===== src/rtl/pipe_hazard_ctrl_if.sv =====
// Hazard-controller bundle: pipeline status from the datapath, stage controls and counters back.
interface pipe_hazard_ctrl_if #(
    parameter int unsigned REG_NUM_BITWIDTH = 5,
    parameter int unsigned CNT_BITWIDTH     = 32
);
    logic [REG_NUM_BITWIDTH-1:0] id_rs1;
    logic [REG_NUM_BITWIDTH-1:0] id_rs2;
    logic                        ex_memRead;
    logic [REG_NUM_BITWIDTH-1:0] ex_regToWrite;
    logic                        PCSrc;
    logic                        mem_memRead;
    logic                        mem_memWrite;
    logic                        dmem_ready;
    logic                        pc_write;
    logic                        if_id_write;
    logic                        id_ex_write;
    logic                        ex_mem_write;
    logic                        if_id_flush;
    logic                        id_ex_flush;
    logic                        pc_sel_branch;
    logic                        dmem_req;
    logic                        err;
    logic [CNT_BITWIDTH-1:0]     stall_cycles;
    logic [CNT_BITWIDTH-1:0]     flush_count;

    modport master (
        output id_rs1, id_rs2, ex_memRead, ex_regToWrite, PCSrc,
               mem_memRead, mem_memWrite, dmem_ready,
        input  pc_write, if_id_write, id_ex_write, ex_mem_write,
               if_id_flush, id_ex_flush, pc_sel_branch, dmem_req, err,
               stall_cycles, flush_count
    );

    modport slave (
        input  id_rs1, id_rs2, ex_memRead, ex_regToWrite, PCSrc,
               mem_memRead, mem_memWrite, dmem_ready,
        output pc_write, if_id_write, id_ex_write, ex_mem_write,
               if_id_flush, id_ex_flush, pc_sel_branch, dmem_req, err,
               stall_cycles, flush_count
    );
endinterface


===== src/rtl/pipe_hazard_ctrl.sv =====
// Five-stage pipeline hazard controller: load-use bubbles, branch flushes,
// data-memory wait freezing with timeout, and stall/flush performance counters.
module pipe_hazard_ctrl #(
    parameter int unsigned REG_NUM_BITWIDTH = 5,
    parameter int unsigned CNT_BITWIDTH     = 32,
    parameter int unsigned MEM_TIMEOUT      = 16
) (
    input  logic               clk,
    input  logic               rst,
    pipe_hazard_ctrl_if.slave  hz
);
    localparam int unsigned WAIT_W = 8;

    typedef enum logic [1:0] {ST_RUN, ST_MEM_WAIT, ST_ERR} state_t;

    state_t            state, state_nxt;
    logic [WAIT_W-1:0] wait_cnt, wait_cnt_nxt;
    logic              load_use;
    logic              mem_access;
    logic              mem_stall;
    logic              advance;
    logic              branch_taken;

    always_comb begin
        load_use   = hz.ex_memRead && (hz.ex_regToWrite != '0) &&
                     ((hz.ex_regToWrite == hz.id_rs1) || (hz.ex_regToWrite == hz.id_rs2));
        mem_access = hz.mem_memRead | hz.mem_memWrite;
    end

    // Next state, wait counter and all combinational stage controls
    always_comb begin
        state_nxt        = state;
        wait_cnt_nxt     = wait_cnt;
        hz.dmem_req      = 1'b0;
        hz.pc_write      = 1'b0;
        hz.if_id_write   = 1'b0;
        hz.id_ex_write   = 1'b0;
        hz.ex_mem_write  = 1'b0;
        hz.if_id_flush   = 1'b0;
        hz.id_ex_flush   = 1'b0;
        hz.pc_sel_branch = 1'b0;
        mem_stall        = 1'b0;
        advance          = 1'b0;
        branch_taken     = 1'b0;

        if (!rst) begin
            if (state != ST_ERR) begin
                hz.dmem_req = mem_access;
                mem_stall   = mem_access & ~hz.dmem_ready;
            end

            case (state)
                ST_RUN: begin
                    if (mem_stall) begin
                        state_nxt    = ST_MEM_WAIT;
                        wait_cnt_nxt = WAIT_W'(1);
                    end else begin
                        advance = 1'b1;
                    end
                end
                ST_MEM_WAIT: begin
                    if (!hz.dmem_ready) begin
                        if (wait_cnt == WAIT_W'(MEM_TIMEOUT)) begin
                            state_nxt = ST_ERR;
                        end else begin
                            wait_cnt_nxt = wait_cnt + WAIT_W'(1);
                        end
                    end else begin
                        advance      = 1'b1;
                        state_nxt    = ST_RUN;
                        wait_cnt_nxt = '0;
                    end
                end
                default: state_nxt = ST_ERR;
            endcase

            // Branch beats load-use; a frozen EX keeps PCSrc until the stall releases
            if (advance) begin
                hz.pc_write     = 1'b1;
                hz.if_id_write  = 1'b1;
                hz.id_ex_write  = 1'b1;
                hz.ex_mem_write = 1'b1;
                if (hz.PCSrc) begin
                    hz.pc_sel_branch = 1'b1;
                    hz.if_id_flush   = 1'b1;
                    hz.id_ex_flush   = 1'b1;
                    branch_taken     = 1'b1;
                end else if (load_use) begin
                    hz.pc_write    = 1'b0;
                    hz.if_id_write = 1'b0;
                    hz.id_ex_flush = 1'b1;
                end
            end
        end
    end

    always_ff @(posedge clk or posedge rst) begin
        if (rst) begin
            state    <= ST_RUN;
            wait_cnt <= '0;
        end else begin
            state    <= state_nxt;
            wait_cnt <= wait_cnt_nxt;
        end
    end

    // Saturating performance counters
    always_ff @(posedge clk or posedge rst) begin
        if (rst) begin
            hz.stall_cycles <= '0;
            hz.flush_count  <= '0;
        end else begin
            if ((state != ST_ERR) && !hz.pc_write && (hz.stall_cycles != '1))
                hz.stall_cycles <= hz.stall_cycles + CNT_BITWIDTH'(1);
            if (branch_taken && (hz.flush_count != '1))
                hz.flush_count <= hz.flush_count + CNT_BITWIDTH'(1);
        end
    end

    assign hz.err = (state == ST_ERR);

endmodule


===== src/flat_wrapper.sv =====
// flat-port wrapper written by rule: the top's interface ports become plain ports
module pipe_hazard_ctrl_flat 
#(
    parameter int unsigned REG_NUM_BITWIDTH = 5,
    parameter int unsigned CNT_BITWIDTH     = 32,
    parameter int unsigned MEM_TIMEOUT      = 16
)
  (clk, rst, hz_id_rs1, hz_id_rs2, hz_ex_memRead, hz_ex_regToWrite, hz_PCSrc, hz_mem_memRead, hz_mem_memWrite, hz_dmem_ready, hz_pc_write, hz_if_id_write, hz_id_ex_write, hz_ex_mem_write, hz_if_id_flush, hz_id_ex_flush, hz_pc_sel_branch, hz_dmem_req, hz_err, hz_stall_cycles, hz_flush_count);
  pipe_hazard_ctrl_if #(.REG_NUM_BITWIDTH(REG_NUM_BITWIDTH), .CNT_BITWIDTH(CNT_BITWIDTH)) hz_i ();
  input  logic clk;
  input  logic rst;
  input wire logic [$bits(hz_i.id_rs1)-1:0] hz_id_rs1;
  input wire logic [$bits(hz_i.id_rs2)-1:0] hz_id_rs2;
  input wire logic [$bits(hz_i.ex_memRead)-1:0] hz_ex_memRead;
  input wire logic [$bits(hz_i.ex_regToWrite)-1:0] hz_ex_regToWrite;
  input wire logic [$bits(hz_i.PCSrc)-1:0] hz_PCSrc;
  input wire logic [$bits(hz_i.mem_memRead)-1:0] hz_mem_memRead;
  input wire logic [$bits(hz_i.mem_memWrite)-1:0] hz_mem_memWrite;
  input wire logic [$bits(hz_i.dmem_ready)-1:0] hz_dmem_ready;
  output wire logic [$bits(hz_i.pc_write)-1:0] hz_pc_write;
  output wire logic [$bits(hz_i.if_id_write)-1:0] hz_if_id_write;
  output wire logic [$bits(hz_i.id_ex_write)-1:0] hz_id_ex_write;
  output wire logic [$bits(hz_i.ex_mem_write)-1:0] hz_ex_mem_write;
  output wire logic [$bits(hz_i.if_id_flush)-1:0] hz_if_id_flush;
  output wire logic [$bits(hz_i.id_ex_flush)-1:0] hz_id_ex_flush;
  output wire logic [$bits(hz_i.pc_sel_branch)-1:0] hz_pc_sel_branch;
  output wire logic [$bits(hz_i.dmem_req)-1:0] hz_dmem_req;
  output wire logic [$bits(hz_i.err)-1:0] hz_err;
  output wire logic [$bits(hz_i.stall_cycles)-1:0] hz_stall_cycles;
  output wire logic [$bits(hz_i.flush_count)-1:0] hz_flush_count;
  assign hz_i.id_rs1 = hz_id_rs1;
  assign hz_i.id_rs2 = hz_id_rs2;
  assign hz_i.ex_memRead = hz_ex_memRead;
  assign hz_i.ex_regToWrite = hz_ex_regToWrite;
  assign hz_i.PCSrc = hz_PCSrc;
  assign hz_i.mem_memRead = hz_mem_memRead;
  assign hz_i.mem_memWrite = hz_mem_memWrite;
  assign hz_i.dmem_ready = hz_dmem_ready;
  assign hz_pc_write = hz_i.pc_write;
  assign hz_if_id_write = hz_i.if_id_write;
  assign hz_id_ex_write = hz_i.id_ex_write;
  assign hz_ex_mem_write = hz_i.ex_mem_write;
  assign hz_if_id_flush = hz_i.if_id_flush;
  assign hz_id_ex_flush = hz_i.id_ex_flush;
  assign hz_pc_sel_branch = hz_i.pc_sel_branch;
  assign hz_dmem_req = hz_i.dmem_req;
  assign hz_err = hz_i.err;
  assign hz_stall_cycles = hz_i.stall_cycles;
  assign hz_flush_count = hz_i.flush_count;
  pipe_hazard_ctrl #(.REG_NUM_BITWIDTH(REG_NUM_BITWIDTH), .CNT_BITWIDTH(CNT_BITWIDTH), .MEM_TIMEOUT(MEM_TIMEOUT)) u_core (.clk(clk), .rst(rst), .hz(hz_i));
endmodule

===== config.mk =====
export PLATFORM = sky130hd
export DESIGN_NAME = pipe_hazard_ctrl_flat
export DESIGN_NICKNAME = d
export VERILOG_FILES = /design/src/rtl/pipe_hazard_ctrl_if.sv /design/src/rtl/pipe_hazard_ctrl.sv /design/src/flat_wrapper.sv
export SDC_FILE = /design/constraint.sdc
export NUM_CORES = 1
export LEC_CHECK = 0
export BUFFER_PORTS_ARGS = -buffer_cell sky130_fd_sc_hd__buf_2
export CAP_MARGIN = 20
export CELL_PAD_IN_SITES_DETAIL_PLACEMENT = 1
export CELL_PAD_IN_SITES_GLOBAL_PLACEMENT = 2
export CORE_MARGIN = 2
export CORE_UTILIZATION = 36
export DETAILED_ROUTE_END_ITERATION = 7
export GPL_ROUTABILITY_DRIVEN = 0
export PLACE_DENSITY = 0.86
export SLEW_MARGIN = 0
export SYNTH_ARGS = -nofsm -noshare
export SYNTH_HDL_FRONTEND = slang
export SYNTH_SLANG_ARGS = --single-unit

===== constraint.sdc =====
create_clock -name clk -period 7.07 [get_ports clk]
set_clock_uncertainty 0.05 [all_clocks]
set_input_delay 1.414 -clock clk [delete_from_list [all_inputs] [get_ports clk]]
set_output_delay 1.414 -clock clk [all_outputs]
set_load 0.01 [all_outputs]

# Word-level counts from Yosys, hierarchy flattened

Cells that the tools add are included.

Flip-flop bits (word level): 74
Bits of input ports: 22
Output and inout bits: 73
Logic and storage cells: 63

Add/subtract/negate cells: 3
Equal/unequal tests: 11
Muxes and demuxes: 29
Bitwise operators: 4
Reductions and logical operators: 12

Operator list:

| operator                | count |
|---|---|
| $add A32 B1 Y32 const B | 2 |
| $ne A32 B32 Y1 const B  | 2 |
| $mux W8                 | 3 |
| $mux W1                 | 20 |
| $pmux W8 S2             | 1 |
| $eq A5 B5 Y1            | 2 |
| $add A8 B1 Y8 const B   | 1 |
| $eq A8 B5 Y1 const B    | 1 |
| $mux W2                 | 3 |
| $logic_and A1 B1 Y1     | 5 |
| $reduce_bool A5 Y1      | 1 |
| $pmux W2 S2             | 1 |
| $reduce_and A4 Y1       | 1 |
| $ne A3 B2 Y1 const B    | 1 |
| $ne A3 B3 Y1 const B    | 1 |
| $reduce_and A3 Y1       | 1 |
| $eq A2 B1 Y1 const B    | 1 |
| $eq A2 B2 Y1 const B    | 1 |
| $logic_not A2 Y1        | 1 |
| $ne A2 B1 Y1 const B    | 1 |
| $ne A2 B2 Y1 const B    | 1 |
| $not A1 Y1              | 2 |
| $pmux W1 S2             | 1 |
| $reduce_bool A2 Y1      | 1 |
| other kinds (4)         | 4 |

# Logic depth before layout (Yosys ltp)

Gate-level depths: netlist (run 1).

Word-level depth: 12
Gate-level depth with buffers: 8
Mapped depth without buffers: 7

# Worst setup path after synthesis (run 1)

OpenSTA, ideal clock, no wires.

Path type: in2reg
Start: in rst
End: reg u_core.hz.stall_cycles[1] (netlist name)
Setup time: 128 ps
Arrival: 4,290 ps
Data required time: 6,892 ps
Setup slack: 2,602 ps
Cell stages on the path: 6
Path buffers: 0
Cell sequence: inv_1 a21oi_1 o21ai_0 o41ai_4 nand2_2 mux2_1

Longest elaborated chain between the ends: 4

RTL lines:

| item                              | RTL line                  | source |
|---|---|---|
| start: declaration                | flat_wrapper.sv:11        | `input logic rst;` |
| $mux W1                           | pipe_hazard_ctrl.sv:46    | `if (!rst) begin` |
| $logic_not A1 Y1                  | pipe_hazard_ctrl.sv:113   | `if ((state != ST_ERR) && !hz.pc_write && (hz.stall_cycles != '1))` |
| $logic_and A1 B1 Y1 (2 in series) | pipe_hazard_ctrl.sv:113   |  |
| end signal: assignment            | pipe_hazard_ctrl.sv:114   | `hz.stall_cycles <= hz.stall_cycles + CNT_BITWIDTH'(1);` |
| end: declaration                  | pipe_hazard_ctrl_if.sv:39 | `stall_cycles, flush_count` |

No other way between the ends.
A chain may end at the register's enable or synchronous reset.

# Worst setup path after layout (run 1)

Start: in hz_ex_regToWrite[0]
End: out hz_pc_write

Longest elaborated chain between the ends: 7
Elaborated cells between the ends (all ways): 10
Those cells by class: 2 x eq/ne; 4 x mux; 4 x reduce/logical

RTL lines:

| item                                                             | RTL line                                       | source |
|---|---|---|
| start: declaration                                               | flat_wrapper.sv:15                             | `input wire logic [$bits(hz_i.ex_regToWrite)-1:0] hz_ex_regToWrite;` |
| $eq A5 B5 Y1 / $reduce_bool A5 Y1 (equally long branches)        | pipe_hazard_ctrl.sv:26, pipe_hazard_ctrl.sv:25 |  |
| $logic_or A1 B1 Y1 / $logic_and A1 B1 Y1 (equally long branches) | pipe_hazard_ctrl.sv:26, pipe_hazard_ctrl.sv:25 |  |
| $logic_and A1 B1 Y1 *                                            | pipe_hazard_ctrl.sv:25                         | `load_use = hz.ex_memRead && (hz.ex_regToWrite != '0) &&` |
| $mux W1 *                                                        | pipe_hazard_ctrl.sv:88                         | `end else if (load_use) begin` |
| $mux W1 *                                                        | pipe_hazard_ctrl.sv:83                         | `if (hz.PCSrc) begin` |
| $mux W1 *                                                        | pipe_hazard_ctrl.sv:78                         | `if (advance) begin` |
| $mux W1 *                                                        | pipe_hazard_ctrl.sv:46                         |  |
| end: declaration                                                 | flat_wrapper.sv:20                             | `output wire logic [$bits(hz_i.pc_write)-1:0] hz_pc_write;` |

Mark *: on every way between the ends. The rest lies on a longest branch, timed or not.

==> results of run 1 <==
==> through the flow <==
stage	util (%)	hold WS (ns)	worst slack, ns	cells
5_1_grt	43.8	0.474	2.73	628
4_1_cts	43.8	0.441	2.81	628
3_5_place_dp	42.1	0.428	2.83	613
2_1_floorplan	-	0.396	2.60	389
6_report	43.8	0.445	2.84	628
3_3_place_gp	42.1	0.422	2.90	613
==> power by group <==
part           internal [mW]  switching, mW
Sequential             0.460         0.0550
Clock                  0.170          0.160
Combinational         0.0816          0.110
==> final timing paths <==
path                                            startpoint                          to  slack (ns)  cells past startpoint
worst max-delay path                   hz_ex_regToWrite[0]                 hz_pc_write        2.84                      6
worst min-delay path            u_core.hz.stall_cycles[19]  u_core.hz.stall_cycles[19]        0.44                      1
worst max register to register   u_core.hz.stall_cycles[3]   u_core.hz.stall_cycles[1]        4.40                      6
worst min register to register  u_core.hz.stall_cycles[19]  u_core.hz.stall_cycles[19]        0.44                      1
max in group asynchronous                              rst    u_core.hz.flush_count[8]        4.95                      3
min in group asynchronous                              rst             u_core.state[0]        1.35                      3
==> flip-flops by register name, indices dropped and copies added (netlist names) <==
signal / cells
u_core.hz.flush_count: 32
u_core.hz.stall_cycles: 32
u_core.state: 2
u_core.wait_cnt: 8
==> placed cells by master, fill, tap and decap left out, types with 3 or more instances in the layout <==
cell,n
nor2_1,32
dfrtp_1,74
and3_1,15
o31ai_1,4
clkbuf_8,10
nand2_1,27
buf_2,94
ha_1,4
a21oi_1,3
nor2b_1,3
inv_1,11
nor3_2,3
xnor2_1,53
xor2_1,19
o21ai_0,16
and4_1,3
nand4_1,32
nor3_1,8
nand2b_1,3
and2_1,7
nand3_1,31
==> cells in the mapped netlist (7+ instances only) <==
master / n / area share [%]
dfrtp_1: 74 / 47
nor3_1: 8 / 1.0
nand4_1: 32 / 5.1
and3_1: 15 / 2.4
inv_1: 12 / 1.1
o21ai_0: 16 / 2.0
nand2_1: 27 / 2.6
xor2_1: 19 / 4.2
and2_1: 7 / 1.1
nor2_1: 32 / 3.0
xnor2_1: 53 / 12
nand3_1: 31 / 3.9
==> metal layers <==
metal	up-vias	track usage, %	share of wire [%]
li1	1551	-	-
met1	1627	23.0	45
met2	59	31.7	50
met3	11	3.35	3.3
met4	0	6.41	1.3
met5	-	0	0
==> layout make-up <==
class / count / area, um^2 / area share, %
Sequential cell: 74 / 1850 / 39.2
Timing Repair Buffer: 95 / 478 / 10.1
Tap cell: 140 / 175 / 3.71
Inverter: 12 / 45.0 / 0.953
Clock inverter: 3 / 40.0 / 0.847
Multi-Input combinational cell: 292 / 1990 / 42.1
Clock buffer: 12 / 145 / 3.07
==> logic make-up (layout without fill, tap and decap cells) <==
group                      after synthesis  in the layout  share of synthesized area (%)
AOI/OAI and AO/OA                       36             36                           6.99
xor gates and xnor gates                72             72                           15.9
adders and majority gates                4              4                           1.26
buffers and inverters                   23            122                           2.94
DFF                                     74             74                           46.8
muxes                                    2              2                          0.569
and+or+nand+nor                        178            178                           25.5
==> impl_metrics.yaml, run 1 <==
synthesis:
  synth_nets: 415
  synth_edf_count: 0
  synth_area_per_cell_um2: 10.2
  synth_area_um2: 3960
  synth_seq_cells: 74
  synthCells: 389
  yosysSeqAreaShare_pct: 46.8
  async_reset_ff_share_pct: 100
  synth_ff_type: "dfrtp_1"
  yosysUniqueCellTypes: 48
  synth_warnings: 0
clock_tree:
  clk_latency_ns: 0.35
  cts-root-buf: "clkbuf_8"
  htree_levels: 3
  cts_setup_buffers: 0
  numCtsBuffers: 9
  cts.sinks: 74
  cts_buffer_depth: 2
  cts_tree: "built"
  holdBufCountCts: 0
  cts_resized: 0
  path_clk_slew_ns: 0.07
global_route:
  grt_pass1_vias: 3444
  grt_max_degree: 76
  grt-ovfl-total: 0
  grt_pass1_wl_um: 17000
  antenna_found_initial: 0
  grt.total_usage_pct: 18.3
pwr:
  p_leak_nw: 2.24
  powerDensity_nw_per_um2: 219
  irDropWorstVdd_uv: 135
  power.total_mw: 1.04
routing:
  vias: 3248
  drc: 0
  routed_via_density: 5.17
  wl_per_cell_um: 16.1
  initialDrtViolationCount: 79
  dr.pass1.iters: 4
  postRouteAntennaNets: 0
  wl_um: 10100
timing:
  fmax_mhz: 236
  worst_slew_pin_slew_ns: 1.00
  slew_violations: 0
  finalCritPeriodShare_pct: 59.9
  period_needed_ns: 4.23
  setup_tns_ns: 0
  hold_violations: 0
  rsz0062_at_grt: "false"
  slew_headroom_pct: 33.2
  final-setup-viol-count: 0
finish:
  num-fill-cells: 1271
  area_delta_synth_final_pct: 19.4
  final_cell_area_um2: 4720
  layout-drive-gt1-share_pct: 26.4
  finish.net_count: 510
  diodes: 0
setup_path:
  worst-setup-path-type: "input pin to primary output"
  path_cells: "buf_2, or4_1, o21ai_2, nor2_1, a21oi_1, buf_2"
  slowest_delay_ns: 0.54
  cp-start-kind: "input pin"
  endpoint_kind: "primary output"
  arrival_ns: 2.77
  cpMostUsedCell: "buf_2"
  cp_max_fo: 3
  crit_family: "simple AND/OR/NAND/NOR gates"
  crit_buf_inv: 2
  crit_path_top_delay_cell: "or4_1"
  required_ns: 5.61
place:
  portBuffers: 94
  dpl_cell_area_um2: 4540
  dp.final_hpwl_um: 7230
floorplan:
  core_area_um2: 10800
  start_util_pct: 36.7
  dieWidth_um: 109
  die_h_um: 109
  ioPinCount: 95
  rows: 38
  die-area_um2: 11800
hold_path:
  holdCritPathClass: "register to register"
status:
  status: "complete, no violations"
job:
  maxCapViolations: 0
No activity file was read; power rests on OpenSTA's default activity.
==> inputs of run 2 (changes only) <==
--- a/config.mk
+++ b/config.mk
@@ -10,10 +10,10 @@
 export CELL_PAD_IN_SITES_DETAIL_PLACEMENT = 1
 export CELL_PAD_IN_SITES_GLOBAL_PLACEMENT = 2
 export CORE_MARGIN = 2
-export CORE_UTILIZATION = 36
+export CORE_UTILIZATION = 33
 export DETAILED_ROUTE_END_ITERATION = 7
 export GPL_ROUTABILITY_DRIVEN = 0
-export PLACE_DENSITY = 0.86
+export PLACE_DENSITY = 0.8
 export SLEW_MARGIN = 0
 export SYNTH_ARGS = -nofsm -noshare
 export SYNTH_HDL_FRONTEND = slang
==> constraint.sdc (replaced) <==
create_clock -name clk -period 4.1 [get_ports clk]
set_clock_uncertainty 0.05 [all_clocks]
set_input_delay 0.82 -clock clk [delete_from_list [all_inputs] [get_ports clk]]
set_output_delay 0.82 -clock clk [all_outputs]
set_load 0.01 [all_outputs]
==> impl_metrics.yaml, run 2 (synthesized netlist as in run 1, its figures left out) <==
status:
  status: "complete, no violations"
global_route:
  grt_pass1_wl_um: 16800
  antenna_found_initial: 0
  grt_max_degree: 76
  grt_pass1_vias: 3349
  grt-ovfl-total: 0
  grt.total_usage_pct: 16.1
floorplan:
  rows: 39
  ioPinCount: 95
  start_util_pct: 34.2
  die_h_um: 114
  core_area_um2: 11600
  die-area_um2: 12900
  dieWidth_um: 114
clock_tree:
  numCtsBuffers: 9
  holdBufCountCts: 0
  path_clk_slew_ns: 0.06
  cts_setup_buffers: 0
  cts-root-buf: "clkbuf_16"
  cts_tree: "built"
  cts.sinks: 74
  cts_buffer_depth: 2
  htree_levels: 3
  cts_resized: 0
  clk_latency_ns: 0.33
pwr:
  powerDensity_nw_per_um2: 423
  power.total_mw: 2.06
  irDropWorstVdd_uv: 219
  p_comb_share_pct: 15.5
  seqPwrFrac_pct: 43.3
  internal-power_mw: 1.48
  p_sw_mw: 0.575
  swShare_pct: 28.0
  p_leak_nw: 2.30
  p_clk_share_pct: 41.1
setup_path:
  arrival_ns: 2.16
  cp_max_fo: 3
  required_ns: 3.23
  cp-start-kind: "input pin"
  worst-setup-path-type: "input pin to primary output"
  endpoint_kind: "primary output"
routing:
  initialDrtViolationCount: 170
  drc: 0
  postRouteAntennaNets: 0
  routed_via_density: 5.17
  wl_um: 9820
  wl_per_cell_um: 15.5
  dr.pass1.iters: 4
  vias: 3266
timing:
  final-setup-viol-count: 0
  hold_violations: 0
  fmax_mhz: 330
  slew_headroom_pct: 34.8
  rsz0062_at_grt: "false"
  timing.hold.ws_ns: 0.434
  worst_slack_ns: 1.07
  setup_tns_ns: 0
  period_needed_ns: 3.03
  worst_slew_pin_slew_ns: 0.978
  slew_violations: 0
  finalCritPeriodShare_pct: 73.9
finish:
  finish.net_count: 510
  final_cell_area_um2: 4860
  final_cells: 632
  layout-drive-gt1-share_pct: 26.8
  top_regs: "u_core.hz.flush_count: 32 flops, u_core.hz.stall_cycles: 32 flops, u_core.wait_cnt: 8 flops"
  diodes: 0
  layout_common_cells: "94 x buf_2, 74 x dfrtp_1, 53 x xnor2_1"
  finish.utilization_pct: 42.1
  area_delta_synth_final_pct: 22.9
  layout_commonest_cell: "buf_2"
job:
  maxCapViolations: 0
place:
  portBuffers: 94
  dp.final_hpwl_um: 7200
  place_inst: 616
  dp_slack_ns: 1.08
  dpl_cell_area_um2: 4540
hold_path:
  holdCritPathClass: "register to register"
run 2: changes by cell type in the layout (fill, tap and decap cells not counted):
| cell | delta |
|---|---|
| clkbuf_16 | +9 |
| clkbuf_8 | -9 |
| bufinv_16 | +1 |
| clkbuf_1 | -1 |
| clkinvlp_4 | +1 |
run 2: area by class of cell:
type | instances | area [um^2]
clock inverters | 5 | 77.6
flip-flops and latches | 74 | 1850
clock buffers | 11 | 243
repair buffers | 95 | 478
inverters | 12 | 45.0
multi-input cells | 292 | 1990
well taps | 143 | 179
fillers | 1330 | 6700
run 2: worst max-delay path, stage by stage:
cell and delay [ns]:
buf_2 0.12, or4_1 0.54, o21ai_2 0.22, nor2_1 0.09, a21oi_1 0.20, buf_2 0.17
run 2: worst paths after layout:
check	depth (start not counted)	start	end	slack (ns)
min	1	u_core.hz.stall_cycles[19]	u_core.hz.stall_cycles[19]	0.43
max	6	hz_ex_regToWrite[0]	hz_pc_write	1.07
min in group asynchronous	3	rst	u_core.wait_cnt[0]	0.79
max in group asynchronous	3	rst	u_core.hz.flush_count[2]	2.58
max reg2reg	5	u_core.hz.stall_cycles[12]	u_core.hz.stall_cycles[1]	1.35
min reg2reg	1	u_core.hz.stall_cycles[19]	u_core.hz.stall_cycles[19]	0.43
run 2: power groups by stage:
stage	Sequential, mW	Combinational, mW	Clock (mW)
2_1_floorplan	0.904	0.194	0
3_3_place_gp	0.900	0.318	0
3_5_place_dp	0.903	0.327	0
4_1_cts	0.892	0.328	0.867
5_1_grt	0.906	0.357	0.888
6_report	0.891	0.320	0.846
run 2: metal layers:
metal  vias to the layer above  share of wire, %  GRT usage, %
li1                       1561                 -             -
met1                      1636                47          21.3
met2                        62                48          27.2
met3                         7               3.9          3.67
met4                         0              0.64          3.01
met5                         -                 0             0
==> inputs of run 3 (changes only) <==
--- a/config.mk
+++ b/config.mk
@@ -10,10 +10,10 @@
 export CELL_PAD_IN_SITES_DETAIL_PLACEMENT = 1
 export CELL_PAD_IN_SITES_GLOBAL_PLACEMENT = 2
 export CORE_MARGIN = 2
-export CORE_UTILIZATION = 33
+export CORE_UTILIZATION = 30
 export DETAILED_ROUTE_END_ITERATION = 7
 export GPL_ROUTABILITY_DRIVEN = 0
-export PLACE_DENSITY = 0.8
+export PLACE_DENSITY = 0.77
 export SLEW_MARGIN = 0
 export SYNTH_ARGS = -nofsm -noshare
 export SYNTH_HDL_FRONTEND = slang
==> constraint.sdc (replaced) <==
create_clock -name clk -period 2.78 [get_ports clk]
set_clock_uncertainty 0.05 [all_clocks]
set_input_delay 0.556 -clock clk [delete_from_list [all_inputs] [get_ports clk]]
set_output_delay 0.556 -clock clk [all_outputs]
set_load 0.01 [all_outputs]
==> impl_metrics.yaml, run 3 (synthesized netlist as in run 1, its figures left out) <==
pwr:
  p_clk_share_pct: 40.0
  p_comb_share_pct: 16.2
  power.total_mw: 2.99
  seqPwrFrac_pct: 43.8
  internal-power_mw: 2.13
  irDropWorstVdd_uv: 495
  powerDensity_nw_per_um2: 606
  p_sw_mw: 0.866
  swShare_pct: 29.0
  p_leak_nw: 2.31
floorplan:
  start_util_pct: 31.0
  ioPinCount: 95
  dieWidth_um: 119
  core_area_um2: 12800
  die-area_um2: 14100
  die_h_um: 119
  rows: 41
global_route:
  grt.total_usage_pct: 15.1
  grt_max_degree: 76
  grt_pass1_wl_um: 17100
  grt_pass1_vias: 3420
  antenna_found_initial: 0
  grt-ovfl-total: 0
finish:
  area_delta_synth_final_pct: 24.7
  num-fill-cells: 1470
  finish.net_count: 515
  seq_area_um2: 1850
  layout_common_cells: "94 x buf_2, 74 x dfrtp_1, 53 x xnor2_1"
  multi_input_area_um2: 2000
  top_regs: "u_core.hz.flush_count: 32 flops, u_core.hz.stall_cycles: 32 flops, u_core.wait_cnt: 8 flops"
  layout-drive-gt1-share_pct: 27.9
  diodes: 0
  layout_commonest_cell: "buf_2"
clock_tree:
  cts_tree: "built"
  cts_setup_buffers: 0
  cts_resized: 0
  holdBufCountCts: 0
  cts.sinks: 74
  cts_buffer_depth: 2
  htree_levels: 3
  cts-root-buf: "clkbuf_16"
  clk_latency_ns: 0.34
  numCtsBuffers: 9
  path_clk_slew_ns: 0.06
place:
  dp.final_hpwl_um: 7280
  portBuffers: 94
  dp_slack_ns: 0.241
setup_path:
  cp-start-kind: "input pin"
  cp_max_fo: 3
  r2r_cells: 6
  endpoint_kind: "primary output"
  worst-setup-path-type: "input pin to primary output"
  required_ns: 2.17
  arrival_ns: 1.91
timing:
  setup_tns_ns: 0
  worst_slew_pin_slew_ns: 0.975
  finalCritPeriodShare_pct: 90.3
  worst_slack_ns: 0.269
  timing.hold.ws_ns: 0.428
  rsz0062_at_grt: "false"
  slew_headroom_pct: 35.0
  final-setup-viol-count: 0
  period_needed_ns: 2.51
  fmax_mhz: 398
  hold_violations: 0
  slew_violations: 0
routing:
  initialDrtViolationCount: 134
  wl_per_cell_um: 15.0
  routed_via_density: 4.93
  postRouteAntennaNets: 0
  drc: 0
  vias: 3282
  dr.pass1.iters: 4
  wl_um: 9980
status:
  status: "complete, no violations"
job:
  maxCapViolations: 0
hold_path:
  worstHoldPathCells: 1
  holdCritPathClass: "register to register"
==> run 3: power by group through the flow <==
stage	clock, mW	combinational (mW)	sequential (mW)
detailed placement	0	0.501	1.33
global route	1.28	0.543	1.33
finish	1.20	0.486	1.31
floorplan	0	0.289	1.33
CTS	1.23	0.501	1.31
global placement	0	0.481	1.33
==> run 3: path summary, 6_finish.rpt <==
| check | slack (ns) | from | end |
|---|---|---|---|
| worst max-delay path | 0.27 | hz_ex_regToWrite[0] | hz_if_id_write |
| worst min-delay path | 0.43 | u_core.wait_cnt[7] | u_core.wait_cnt[7] |
| worst max register to register | 0.57 | u_core.state[1] | u_core.hz.flush_count[22] |
| worst min register to register | 0.43 | u_core.wait_cnt[7] | u_core.wait_cnt[7] |
| max in group asynchronous | 1.50 | rst | u_core.hz.flush_count[23] |
| min in group asynchronous | 0.56 | rst | u_core.state[1] |
==> run 3: layout make-up <==
| class | instances | share of cell area, % |
|---|---|---|
| clock buffer | 12 | 5.20 |
| clock inverter | 4 | 1.01 |
| inverter | 12 | 0.989 |
| multi-input combinational | 292 | 40.5 |
| sequential | 74 | 37.5 |
| tap | 172 | 4.36 |
| timing repair buffer | 100 | 10.4 |
==> run 3: critical path, cell delays in order <==
cell and delay (ns):
buf_2 0.12, or4_1 0.54, o21ai_2 0.23, nor2_1 0.11, a21oi_1 0.20, buf_2 0.16
==> run 3: routing by layer <==
layer	track usage, %	part of all wire (%)	vias up
li1	-	-	1566
met1	19.0	46	1633
met2	24.5	47	78
met3	5.46	5.8	5
met4	4.02	0.72	0
met5	0	0	-
==> run 3: per-stage QoR <==
step                instance area (um^2)  utilization (%)  cells
global placement                    4630             36.2    650
floorplan                           3970                -    389
detailed placement                  4630             36.2    650
global route                        4930             38.6    666
finish                              4930             38.6    666
CTS                                 4930             38.6    666
